<file path="src/rtl/ooo_reg_scoreboard_pkg.sv">
// ---------------------------------------------------------------------------
// ooo_reg_scoreboard_pkg
//   Shared types and constants for the register busy scoreboard.
//   Contents:
//     REG_IDX_W    - architectural register index width
//     ROB_IDX_W    - ROB tag width
//     NUM_WB_PORTS - number of writeback ports
//     rob_tag_t    - ROB tag type
//     sb_entry_t   - per-register {busy, tag} cell contents
// ---------------------------------------------------------------------------
package ooo_reg_scoreboard_pkg;

  localparam int REG_IDX_W    = 5;
  localparam int ROB_IDX_W    = 4;
  localparam int NUM_WB_PORTS = 2;

  typedef logic [ROB_IDX_W-1:0] rob_tag_t;

  typedef struct packed {
    logic     busy;
    rob_tag_t tag;
  } sb_entry_t;

endpackage

</file>
<file path="src/rtl/ooo_reg_scoreboard_entry.sv">
// ---------------------------------------------------------------------------
// ooo_scoreboard_entry
//   One {busy, tag} cell of the busy table, for architectural register REG_IDX.
//   Next-state priority: flush > dispatch > matching writeback > hold.
//   Ports:
//     CLK, nRST        clock / async active-low reset
//     i_flush          clear busy
//     i_dispatch_en    a writer leaves decode this cycle
//     i_dispatch_rd    its destination register
//     i_dispatch_tag   its ROB tag
//     i_wb_en/rd/tag   per-port writeback
//     o_busy           registered busy bit
//     o_wb_match       busy and some writeback port carries this register and tag
//     o_dispatch_hit   the dispatch this cycle targets this register
// ---------------------------------------------------------------------------
module ooo_scoreboard_entry
  import ooo_reg_scoreboard_pkg::*;
#(
  parameter int REG_IDX = 1,
  parameter int NUM_WB  = NUM_WB_PORTS
) (
  input  logic                             CLK,
  input  logic                             nRST,
  input  logic                             i_flush,
  input  logic                             i_dispatch_en,
  input  logic [REG_IDX_W-1:0]             i_dispatch_rd,
  input  rob_tag_t                         i_dispatch_tag,
  input  logic [NUM_WB-1:0]                i_wb_en,
  input  logic [NUM_WB-1:0][REG_IDX_W-1:0] i_wb_rd,
  input  rob_tag_t [NUM_WB-1:0]            i_wb_tag,
  output logic                             o_busy,
  output logic                             o_wb_match,
  output logic                             o_dispatch_hit
);

  localparam logic [REG_IDX_W-1:0] IDX = REG_IDX_W'(REG_IDX);

  sb_entry_t r_entry;
  sb_entry_t w_entry_next;
  logic      w_wb_match;
  logic      w_dispatch_hit;

  assign w_dispatch_hit = i_dispatch_en && (i_dispatch_rd == IDX);

  // Several ports hitting the same entry collapse into one clear. A tag
  // mismatch is a stale writer whose register was re-dispatched; ignore it.
  always_comb begin
    w_wb_match = 1'b0;
    for (int p = 0; p < NUM_WB; p++) begin
      if (i_wb_en[p] && (i_wb_rd[p] == IDX) && (i_wb_tag[p] == r_entry.tag)) begin
        w_wb_match = 1'b1;
      end
    end
    w_wb_match = w_wb_match & r_entry.busy;
  end

  // NOTE: the next state starts as "hold" before the priority chain, so every
  // path assigns it and no latch is inferred.
  always_comb begin
    w_entry_next = r_entry;
    if (i_flush) begin
      w_entry_next.busy = 1'b0;
    end else if (w_dispatch_hit) begin
      w_entry_next.busy = 1'b1;
      w_entry_next.tag  = i_dispatch_tag;
    end else if (w_wb_match) begin
      w_entry_next.busy = 1'b0;
    end
  end

  // NOTE: non-blocking assignment so every entry and the counter sample the
  // same pre-edge state.
  always_ff @(posedge CLK or negedge nRST) begin
    if (!nRST) begin
      r_entry <= '0;
    end else begin
      r_entry <= w_entry_next;
    end
  end

  assign o_busy         = r_entry.busy;
  assign o_wb_match     = w_wb_match;
  assign o_dispatch_hit = w_dispatch_hit;

endmodule

</file>
<file path="src/rtl/ooo_reg_scoreboard.sv">
// ---------------------------------------------------------------------------
// ooo_reg_scoreboard
//   Per-architectural-register busy table. Dispatch sets a register busy with
//   its ROB tag, the matching writeback clears it, flush clears everything.
//   Ports:
//     CLK, nRST                  clock / async active-low reset
//     dispatch_en/rd/tag         writer leaving decode
//     wb_en/rd/tag [NUM_WB]      writeback ports
//     flush                      clear all entries
//     rs1_sel/rs2_sel/rd_sel     lookup selects from decode
//     rs1_busy/rs2_busy/rd_busy  lookup results (with optional writeback bypass)
//     busy_vec                   registered busy bits, bit 0 always 0
//     inflight_cnt               registered count of busy registers
//     sb_empty                   inflight_cnt == 0
// ---------------------------------------------------------------------------
module ooo_reg_scoreboard
  import ooo_reg_scoreboard_pkg::*;
#(
  parameter int NUM_REGS  = 32,
  parameter int ROB_IDX_W = ooo_reg_scoreboard_pkg::ROB_IDX_W,
  parameter int NUM_WB    = NUM_WB_PORTS,
  parameter int WB_BYPASS = 1,
  localparam int CNT_W    = $clog2(NUM_REGS) + 1
) (
  input  logic                             CLK,
  input  logic                             nRST,
  input  logic                             dispatch_en,
  input  logic [REG_IDX_W-1:0]             dispatch_rd,
  input  logic [ROB_IDX_W-1:0]             dispatch_tag,
  input  logic [NUM_WB-1:0]                wb_en,
  input  logic [NUM_WB-1:0][REG_IDX_W-1:0] wb_rd,
  input  logic [NUM_WB-1:0][ROB_IDX_W-1:0] wb_tag,
  input  logic                             flush,
  input  logic [REG_IDX_W-1:0]             rs1_sel,
  input  logic [REG_IDX_W-1:0]             rs2_sel,
  input  logic [REG_IDX_W-1:0]             rd_sel,
  output logic                             rs1_busy,
  output logic                             rs2_busy,
  output logic                             rd_busy,
  output logic [NUM_REGS-1:0]              busy_vec,
  output logic [CNT_W-1:0]                 inflight_cnt,
  output logic                             sb_empty
);

  logic [NUM_REGS-1:0] w_busy;
  logic [NUM_REGS-1:0] w_wb_match;
  logic [NUM_REGS-1:0] w_dispatch_hit;
  logic [NUM_REGS-1:0] w_lookup;
  logic [CNT_W-1:0]    w_clears;
  logic                w_set;
  logic [CNT_W-1:0]    w_cnt_next;
  logic [CNT_W-1:0]    r_cnt;

  // x0 is hardwired not-busy and never matches anything.
  assign w_busy[0]         = 1'b0;
  assign w_wb_match[0]     = 1'b0;
  assign w_dispatch_hit[0] = 1'b0;

  for (genvar r = 1; r < NUM_REGS; r++) begin : g_entry
    ooo_scoreboard_entry #(
      .REG_IDX (r),
      .NUM_WB  (NUM_WB)
    ) u_entry (
      .CLK            (CLK),
      .nRST           (nRST),
      .i_flush        (flush),
      .i_dispatch_en  (dispatch_en),
      .i_dispatch_rd  (dispatch_rd),
      .i_dispatch_tag (dispatch_tag),
      .i_wb_en        (wb_en),
      .i_wb_rd        (wb_rd),
      .i_wb_tag       (wb_tag),
      .o_busy         (w_busy[r]),
      .o_wb_match     (w_wb_match[r]),
      .o_dispatch_hit (w_dispatch_hit[r])
    );
  end

  // Writeback bypass hides an entry being cleared this cycle. Dispatch and
  // flush are deliberately not bypassed.
  assign w_lookup = (WB_BYPASS != 0) ? (w_busy & ~w_wb_match) : w_busy;

  assign rs1_busy = w_lookup[rs1_sel];
  assign rs2_busy = w_lookup[rs2_sel];
  assign rd_busy  = w_lookup[rd_sel];
  assign busy_vec = w_busy;

  // A re-dispatch to a busy entry adds nothing, and a writeback to the entry
  // being dispatched this cycle is overridden, so it does not count as a clear.
  assign w_set = |(w_dispatch_hit & ~w_busy);

  always_comb begin
    w_clears = '0;
    for (int r = 0; r < NUM_REGS; r++) begin
      w_clears = w_clears + CNT_W'(w_wb_match[r] & ~w_dispatch_hit[r]);
    end
  end

  assign w_cnt_next = r_cnt + CNT_W'(w_set) - w_clears;

  always_ff @(posedge CLK or negedge nRST) begin
    if (!nRST) begin
      r_cnt <= '0;
    end else if (flush) begin
      r_cnt <= '0;
    end else begin
      r_cnt <= w_cnt_next;
    end
  end

  assign inflight_cnt = r_cnt;
  assign sb_empty     = (r_cnt == '0);

  a_cnt_matches_busy : assert property (@(posedge CLK) disable iff (!nRST)
    inflight_cnt == CNT_W'($countones(busy_vec)));

  // The hazard unit should have stalled on rd_busy; the tag is overwritten anyway.
  a_no_busy_redispatch : assert property (@(posedge CLK) disable iff (!nRST)
    !(dispatch_en && !flush && w_lookup[dispatch_rd]))
    else $warning("dispatch to busy register x%0d", dispatch_rd);

endmodule

</file>
<file path="config.mk">
export PLATFORM = sky130hd
export DESIGN_NAME = ooo_reg_scoreboard
export DESIGN_NICKNAME = d
export VERILOG_FILES = /design/src/rtl/ooo_reg_scoreboard_pkg.sv /design/src/rtl/ooo_reg_scoreboard_entry.sv /design/src/rtl/ooo_reg_scoreboard.sv
export SDC_FILE = /design/constraint.sdc
export NUM_CORES = 1
export LEC_CHECK = 0
export CAP_MARGIN = 20
export CORE_ASPECT_RATIO = 1.4
export CORE_MARGIN = 2
export CORE_UTILIZATION = 40
export DETAILED_ROUTE_END_ITERATION = 8
export PLACE_DENSITY = 0.7
export RECOVER_POWER = 25
export SETUP_SLACK_MARGIN = 0.05
export SLEW_MARGIN = 0
export SYNTH_ARGS = -nofsm -noshare
export SYNTH_HDL_FRONTEND = slang
export SYNTH_HIERARCHICAL = 1
export SYNTH_SLANG_ARGS = --single-unit
</file>
<file path="constraint.sdc">
create_clock -name CLK -period 7.92 [get_ports CLK]
set_input_delay 1.584 -clock CLK [delete_from_list [all_inputs] [get_ports CLK]]
set_output_delay 1.584 -clock CLK [all_outputs]
set_load 0.02 [all_outputs]
</file>
Word level (Yosys, flattened, before mapping)
Index checks and enable logic that the tools add are counted.
- flip-flop bits (word level): 161
- latch bits: 0
- memory bits (writable): 0
- memory bits (read-only): 0
- bits of input ports: 48
- output and inout port bits: 42
- word-level logic and storage cells: 732
- memories: 0
- add/sub/neg operators: 32
- multiply operators: 0
- divide/modulo/power cells: 0
- magnitude comparators: 3
- equality and inequality tests: 155
- shifts and indexed selects: 0
- muxes and demuxes: 162
- bitwise gates (word level): 98
- reduce and logical (&&, ||, !) cells: 219
- operator list (cell ; count):
    $eq A4 B4 Y1 ; 62
    $eq A5 B5 Y1 const B ; 48
    $and A1 B6 Y6 ; 31
    $not A1 Y6 ; 31
    $add A6 B6 Y6 ; 30
    $mux W1 ; 158
    $logic_and A1 B1 Y1 ; 155
    $eq A5 B4 Y1 const B ; 24
    $reduce_bool A3 Y1 ; 31
    $and A32 B32 Y32 ; 2
    $not A32 Y32 ; 2
    $reduce_and A2 Y1 ; 31
    $eq A5 B3 Y1 const B ; 12
    $reduce_or A32 Y1 ; 1
    $and A1 B1 Y1 ; 31
    $eq A5 B2 Y1 const B ; 6
    $lt A5 B6 Y1 const B ; 3
    $bmux W1 S5 ; 3
    $eq A5 B1 Y1 const B ; 3
    $add A6 B1 Y6 ; 1
    $logic_not A6 Y1 ; 1
    $mux W6 ; 1
    $sub A6 B6 Y6 ; 1
    $not A1 Y1 ; 1

Longest topological paths before layout
- depth after elaboration: 39
- mapped depth: 27

Cells and area by module
The synthesis kept the hierarchy.
- by module, submodules not included (module ; times used ; cells an instance ; area each (um^2) ; sequential area each (um^2)):
    ooo_reg_scoreboard ; 1 ; 380 ; 3171.8 ; 150.1
    ooo_scoreboard_entry at g_entry[10].u_entry ... ; 4 ; 31 ; 385.4 ; 125.1
    ooo_scoreboard_entry at g_entry[21].u_entry ... ; 4 ; 31 ; 359.1 ; 125.1
    ooo_scoreboard_entry at g_entry[20].u_entry ... ; 2 ; 29 ; 376.6 ; 125.1
    ooo_scoreboard_entry at g_entry[13].u_entry ... ; 2 ; 29 ; 356.6 ; 125.1
    ooo_scoreboard_entry at g_entry[1].u_entry ... ; 2 ; 31 ; 352.8 ; 125.1
    ooo_scoreboard_entry at g_entry[11].u_entry ... ; 2 ; 29 ; 349.1 ; 125.1
    ooo_scoreboard_entry at g_entry[4].u_entry ... ; 2 ; 29 ; 346.6 ; 125.1
    ooo_scoreboard_entry at g_entry[17].u_entry ... ; 2 ; 30 ; 345.3 ; 125.1
    ooo_scoreboard_entry at g_entry[29].u_entry ... ; 2 ; 31 ; 341.6 ; 125.1
    ooo_scoreboard_entry at g_entry[23].u_entry ... ; 2 ; 32 ; 340.3 ; 125.1
    ooo_scoreboard_entry at g_entry[12].u_entry ; 1 ; 31 ; 365.4 ; 125.1
    ooo_scoreboard_entry at g_entry[3].u_entry ; 1 ; 31 ; 355.3 ; 125.1
    ooo_scoreboard_entry at g_entry[28].u_entry ; 1 ; 30 ; 344.1 ; 125.1
    +4 rows ; -- ; -- ; -- ; --

Least setup slack after synthesis
OpenSTA, ideal clock, no wires.
- path kind: in2reg
- start point: input port wb_tag[3] in the netlist's numbering
- end point: register r_cnt[5] (netlist: inflight_cnt[5])
- data arrival time: 7.138 ns
- slack: 0.664 ns
- stages: 23
- buffers on the path: 0
- path through: xor2_1 nor4_1 nand4_1 a21boi_1 nand2b_1 fa_1 inv_1 fa_1 inv_1 fa_1 inv_1 fa_1 fa_1 fa_1 fa_1 fa_1 inv_1 ha_1 inv_1 fa_1 xnor2_1 xnor2_1 nor2_1
- elaborated cells between the ends (all ways): 218
- those cells by class: add/sub (31); eq/ne (31); mux (63); bitwise (62); reduce/logical (31)
- RTL lines (what ; line ; RTL):
    from (decl) ; ooo_reg_scoreboard.sv:32 ; input logic [NUM_WB-1:0][ROB_IDX_W-1:0] wb_tag,
    $eq A4 B4 Y1 ; ooo_reg_scoreboard_entry.sv:50 ; if (i_wb_en[p] && (i_wb_rd[p] == IDX) && (i_wb_tag[p] == r_entry.tag)) begin
    $logic_and A1 B1 Y1 ; ooo_reg_scoreboard_entry.sv:50 ;
    $mux W1 (2 in a row) ; ooo_reg_scoreboard_entry.sv:50 ;
    $and A1 B1 Y1 ; ooo_reg_scoreboard_entry.sv:54 ; w_wb_match = w_wb_match & r_entry.busy;
    via w_wb_match[7] ; ooo_reg_scoreboard.sv:46 ; logic [NUM_REGS-1:0] w_wb_match;
    $and A1 B6 Y6 ; ooo_reg_scoreboard.sv:95 ; w_clears = w_clears + CNT_W'(w_wb_match[r] & ~w_dispatch_hit[r]);
    $add A6 B6 Y6 (25 in a row) ; ooo_reg_scoreboard.sv:95 ;
    $sub A6 B6 Y6 ; ooo_reg_scoreboard.sv:99 ; assign w_cnt_next = r_cnt + CNT_W'(w_set) - w_clears;
    $mux W6 ; ooo_reg_scoreboard.sv:104 ; end else if (flush) begin
    to (signal assigned) ; ooo_reg_scoreboard.sv:107 ; r_cnt <= w_cnt_next;
    to (decl) ; ooo_reg_scoreboard.sv:52 ; logic [CNT_W-1:0] r_cnt;
The timed path passes the listed nets, and every way through them passes these cells.
A chain may end at the register's enable or synchronous reset.

Worst setup path in the final report
- start point: input port wb_en[1]
- end point: register r_cnt[5] (netlist: inflight_cnt[5])
- elaborated cells between the ends (all ways): 187
- those cells by class: add/sub (31); mux (32); bitwise (62); reduce/logical (62)
- RTL lines (what ; line ; RTL):
    from (decl) ; ooo_reg_scoreboard.sv:30 ; input logic [NUM_WB-1:0] wb_en,
    $logic_and A1 B1 Y1 (2 in a row) ; ooo_reg_scoreboard_entry.sv:50 ;
    $mux W1 ; ooo_reg_scoreboard_entry.sv:50 ;
    $and A1 B1 Y1 ; ooo_reg_scoreboard_entry.sv:54 ;
    via w_wb_match[7] ; ooo_reg_scoreboard.sv:46 ;
    $and A1 B6 Y6 ; ooo_reg_scoreboard.sv:95 ;
    $add A6 B6 Y6 (25 in a row) ; ooo_reg_scoreboard.sv:95 ;
    $sub A6 B6 Y6 ; ooo_reg_scoreboard.sv:99 ;
    $mux W6 ; ooo_reg_scoreboard.sv:104 ;
The timed path passes the listed nets, and every way through them passes these cells.

==> results.md <==
* Drt via density at just under 6
* Fin Setup TNS at 0 ns
* Antenna violations before repair at 5
* Yosys warning total at 6
* R2r endpoint: inflight_cnt[5]$_DFF_PN0_
* Avg Inst Size Synth at about 11 sq um
* Worst-path cell chain: clkdlybuf4s50_1 > buf_6 > nor4bb_2 > nand4_1 > a21boi_1 > nand2b_1 > fa_1 > inv_1 > fa_1 > inv_1 > fa_1 > inv_1 > fa_1 > fa_1 > fa_1 > fa_1 > fa_1 > inv_1 > ha_1 > inv_1 > fa_2 > xnor2_2 > xnor2_1 > nor2_1
* Top delay family on crit path: adder cells
* Failing checks: max-capacitance violations, max-slew violations
* Syn Std Cell Area at approximately 14000 sq um
* Final HPWL DP at between 30000 and 40000 um
* Leakage at 0.00793 uW
* Clk_lat worst skew at between 0.4 and 0.5 ns
* Place WS at -0.372 ns
* FF+latch count, synth at 161
* Crit-path max cell delay at around 0.56 ns
* Number of placed I/O pins at 90
* Clock network fraction of design power at between 30% and 40%
* Global Route Usage Sum at 27.5%
* CP startpoint: wb_en[1]
* Critical Path Slowest Stage Cell: fa_1
* Depth of the most critical reg-to-reg path at 24
* Drt total wl at about 50000 um
* CTS Root Cell: clkbuf_16
* Fmax at between 100 and 150 MHz
* Largest net degree at the start of global routing at 98
* Bufs and invs on worst path at 7
* Drt wl/cell at around 24 um
* Drt drc at 0
* Slew Limit Headroom at -258%
* Drt pass-1 iters at 5
* Reg2reg start: g_entry[7].u_entry/r_entry[1]$_DFFE_PN0P_
* Final Util at between 50% and 60%
* Max-Cap Viols at 1
* Power share of the sequential group at a little under two fifths
* Hold Vio Cnt, Final at 0
* Switching part of the total at between 30% and 40%
* Vias in the first global route at 13058
* Sw Pwr at between 900 and 1000 uW
* Starting Density at about two fifths
* Critical path required time at around 8.3 ns
* Final Net Count at roughly 1700
* Setup Skew at between 0.015 and 0.02 ns
* Netlist cell types at 80
* Synth Flop Type: dfrtp_1
* Remaining global-route overflow at 0
* Tmin final at between 7 and 8 ns
* Power Density at roughly 150 nW/um^2
* Reg clk slew, reported paths at approximately 0.070 ns
* Initial DRC count at around 900
* Maximum vdd ir drop at a little under 0.0002 V
* Port buffer count at just under 90
* Ys async rst share at between 90% and 100%
* CP startpoint kind: input pin
* CP most frequent cell: fa_1
* Critical Path AT at approximately 8 ns
* Final worst slack at roughly 0.25 ns
* Final setup viols at 0
* First-pass GRT wire length at 76600 um
* HP Class: reg2reg
* Area of the die at between 30000 and 40000 sq um
* Vias at about 12000
* Critical Path Sink Type: register
* Crit-path max FO at 8
* Sequential area share after synthesis at roughly 28%
* Period utilization at a little over nine tenths
* Worst setup path endpoint: inflight_cnt[5]$_DFF_PN0_
* Post-CTS Setup Inserts at 0
* Antenna-violating nets left at 0
* Sink Count at 161
* H-tree levels at 4
* Syn Inst Count at between 1000 and 1500
* Num CTS Buffers at 17
* Die Ht at between 200 and 250 um
* Core Box Area at between 30000 and 40000 sq um
* # rows at a little over 80
* Layout cells sized above 1 at between 20% and 30%
* Crit Path Class: in2reg
* Area growth, synth to finish at 27.9%
* Max Slew Vio Count at 98
* Internal at roughly 1900 uW
* Clock Path Buffers at 2
* Cts hold-fix bufs at 0
* CTS tree: yes
* Die X at 163 um
* Post_cts resized at 0
* Number of flops mapped to enable cells by yosys at 0
* CP Depth at 24
* Slew @ Worst Pin at about 5.4 ns
* R2R setup slack at 1.24 ns
* Logic pwr share at between 30% and 40%
* Final GP Congestion at just under 1
* Status: finished, violations left
* Syn Nets at between 1000 and 1500
Yosys cell counts, types with 28 or more instances:
cell	number	share of area (%)
xnor2_1	99	6.1
inv_1	116	3.1
xor2_1	152	9.4
mux2_4	52	5.5
dfrtp_1	161	28
nand3b_1	28	1.5
mux2_2	51	4.0
nand4_1	65	2.9
fa_1	29	4.1
nor4_1	40	1.8
nor4bb_1	29	2.0
nor2b_1	57	2.5
power groups by stage:
stage | Sequential (uW) | Combinational, uW | Clock (uW)
final | 1040 | 896 | 873
after global routing | 1050 | 985 | 923
after CTS | 1040 | 877 | 888
after detailed placement | 1050 | 872 | 0
after global placement | 1050 | 846 | 0
after floorplan | 1040 | 508 | 0
flip-flops by register name (all words and copies together), names as in the netlist:
register                 count
g_entry.u_entry/o_busy      31
g_entry.u_entry/r_entry    124
inflight_cnt                 6
layout by cell type, fill, tap and decap left out, types with 22 or more instances in the layout:
cell type	n
xnor2_1	98
clkdlybuf4s50_1	73
dfrtp_1	161
fa_1	28
buf_4	183
ha_1	25
mux2_4	52
mux2_2	51
nor4_1	40
nand3b_1	28
inv_1	116
nor2b_1	54
nand4_1	65
xor2_1	152
buf_12	24
o22ai_1	22
layer usage:
layer  vias up  part of all wire (%)  GRT usage (%)
met1      6240                    38           31.3
met4         8                   6.1           16.0
met5         -                  0.10              0
met3       174                   5.2           5.27
met2       446                    50           47.6
li1       5501                     -              -
stage by stage:
step | total power [uW] | hold slack (ns) | area (sq um) | instances
after CTS | 2800 | 0.561 | 18000 | 2100
after global placement | 1890 | 0.530 | 17400 | 2068
after floorplan | 1550 | 0.520 | 14200 | 1325
after global routing | 2960 | 0.582 | 18100 | 2100
after detailed placement | 1920 | 0.545 | 17400 | 2068
final | 2810 | 0.553 | 18100 | 2101
kinds of logic (layout without fill, tap and decap cells):
group | count (synthesis) | count (layout) | share of synthesized area (%)
adder cells (fa/ha/maj) | 54 | 54 | 6.30
buffers and inverters | 129 | 448 | 3.71
multiplexers | 134 | 134 | 12.7
flip-flops | 161 | 161 | 28.4
AO/OA/AOI/OAI | 130 | 130 | 7.32
AND/OR/NAND/NOR | 465 | 465 | 26.0
XOR/XNOR | 251 | 251 | 15.5
other | 1 | 2 | 0.0264
worst min-delay path by stage:
| stage | start | to | slack, ns | cells after the start |
|---|---|---|---|---|
| 2_1_floorplan | g_entry[16].u_entry/r_entry[3]$_DFFE_PN0P_ | g_entry[16].u_entry/r_entry[3]$_DFFE_PN0P_ | 0.52 | 1 |
| 3_3_place_gp | g_entry[31].u_entry/r_entry[1]$_DFFE_PN0P_ | g_entry[31].u_entry/r_entry[1]$_DFFE_PN0P_ | 0.53 | 1 |
| 3_5_place_dp | g_entry[24].u_entry/r_entry[1]$_DFFE_PN0P_ | g_entry[24].u_entry/r_entry[1]$_DFFE_PN0P_ | 0.55 | 1 |
| 4_1_cts | g_entry[24].u_entry/r_entry[1]$_DFFE_PN0P_ | g_entry[24].u_entry/r_entry[1]$_DFFE_PN0P_ | 0.56 | 1 |
| 5_1_grt | g_entry[20].u_entry/r_entry[1]$_DFFE_PN0P_ | g_entry[20].u_entry/r_entry[1]$_DFFE_PN0P_ | 0.58 | 1 |
| 6_report | g_entry[24].u_entry/r_entry[1]$_DFFE_PN0P_ | g_entry[24].u_entry/r_entry[1]$_DFFE_PN0P_ | 0.55 | 1 |
final cells by class:
class,instances,area [sq um]
multi-input combinational,1035,9770
clock buffer,17,425
inverter,116,435
timing repair buffer,300,2740
fill,3071,16800
clock inverter,15,171
tap,456,571
sequential,161,4030
antenna,1,2.50
(Power assumes the default switching activity.)
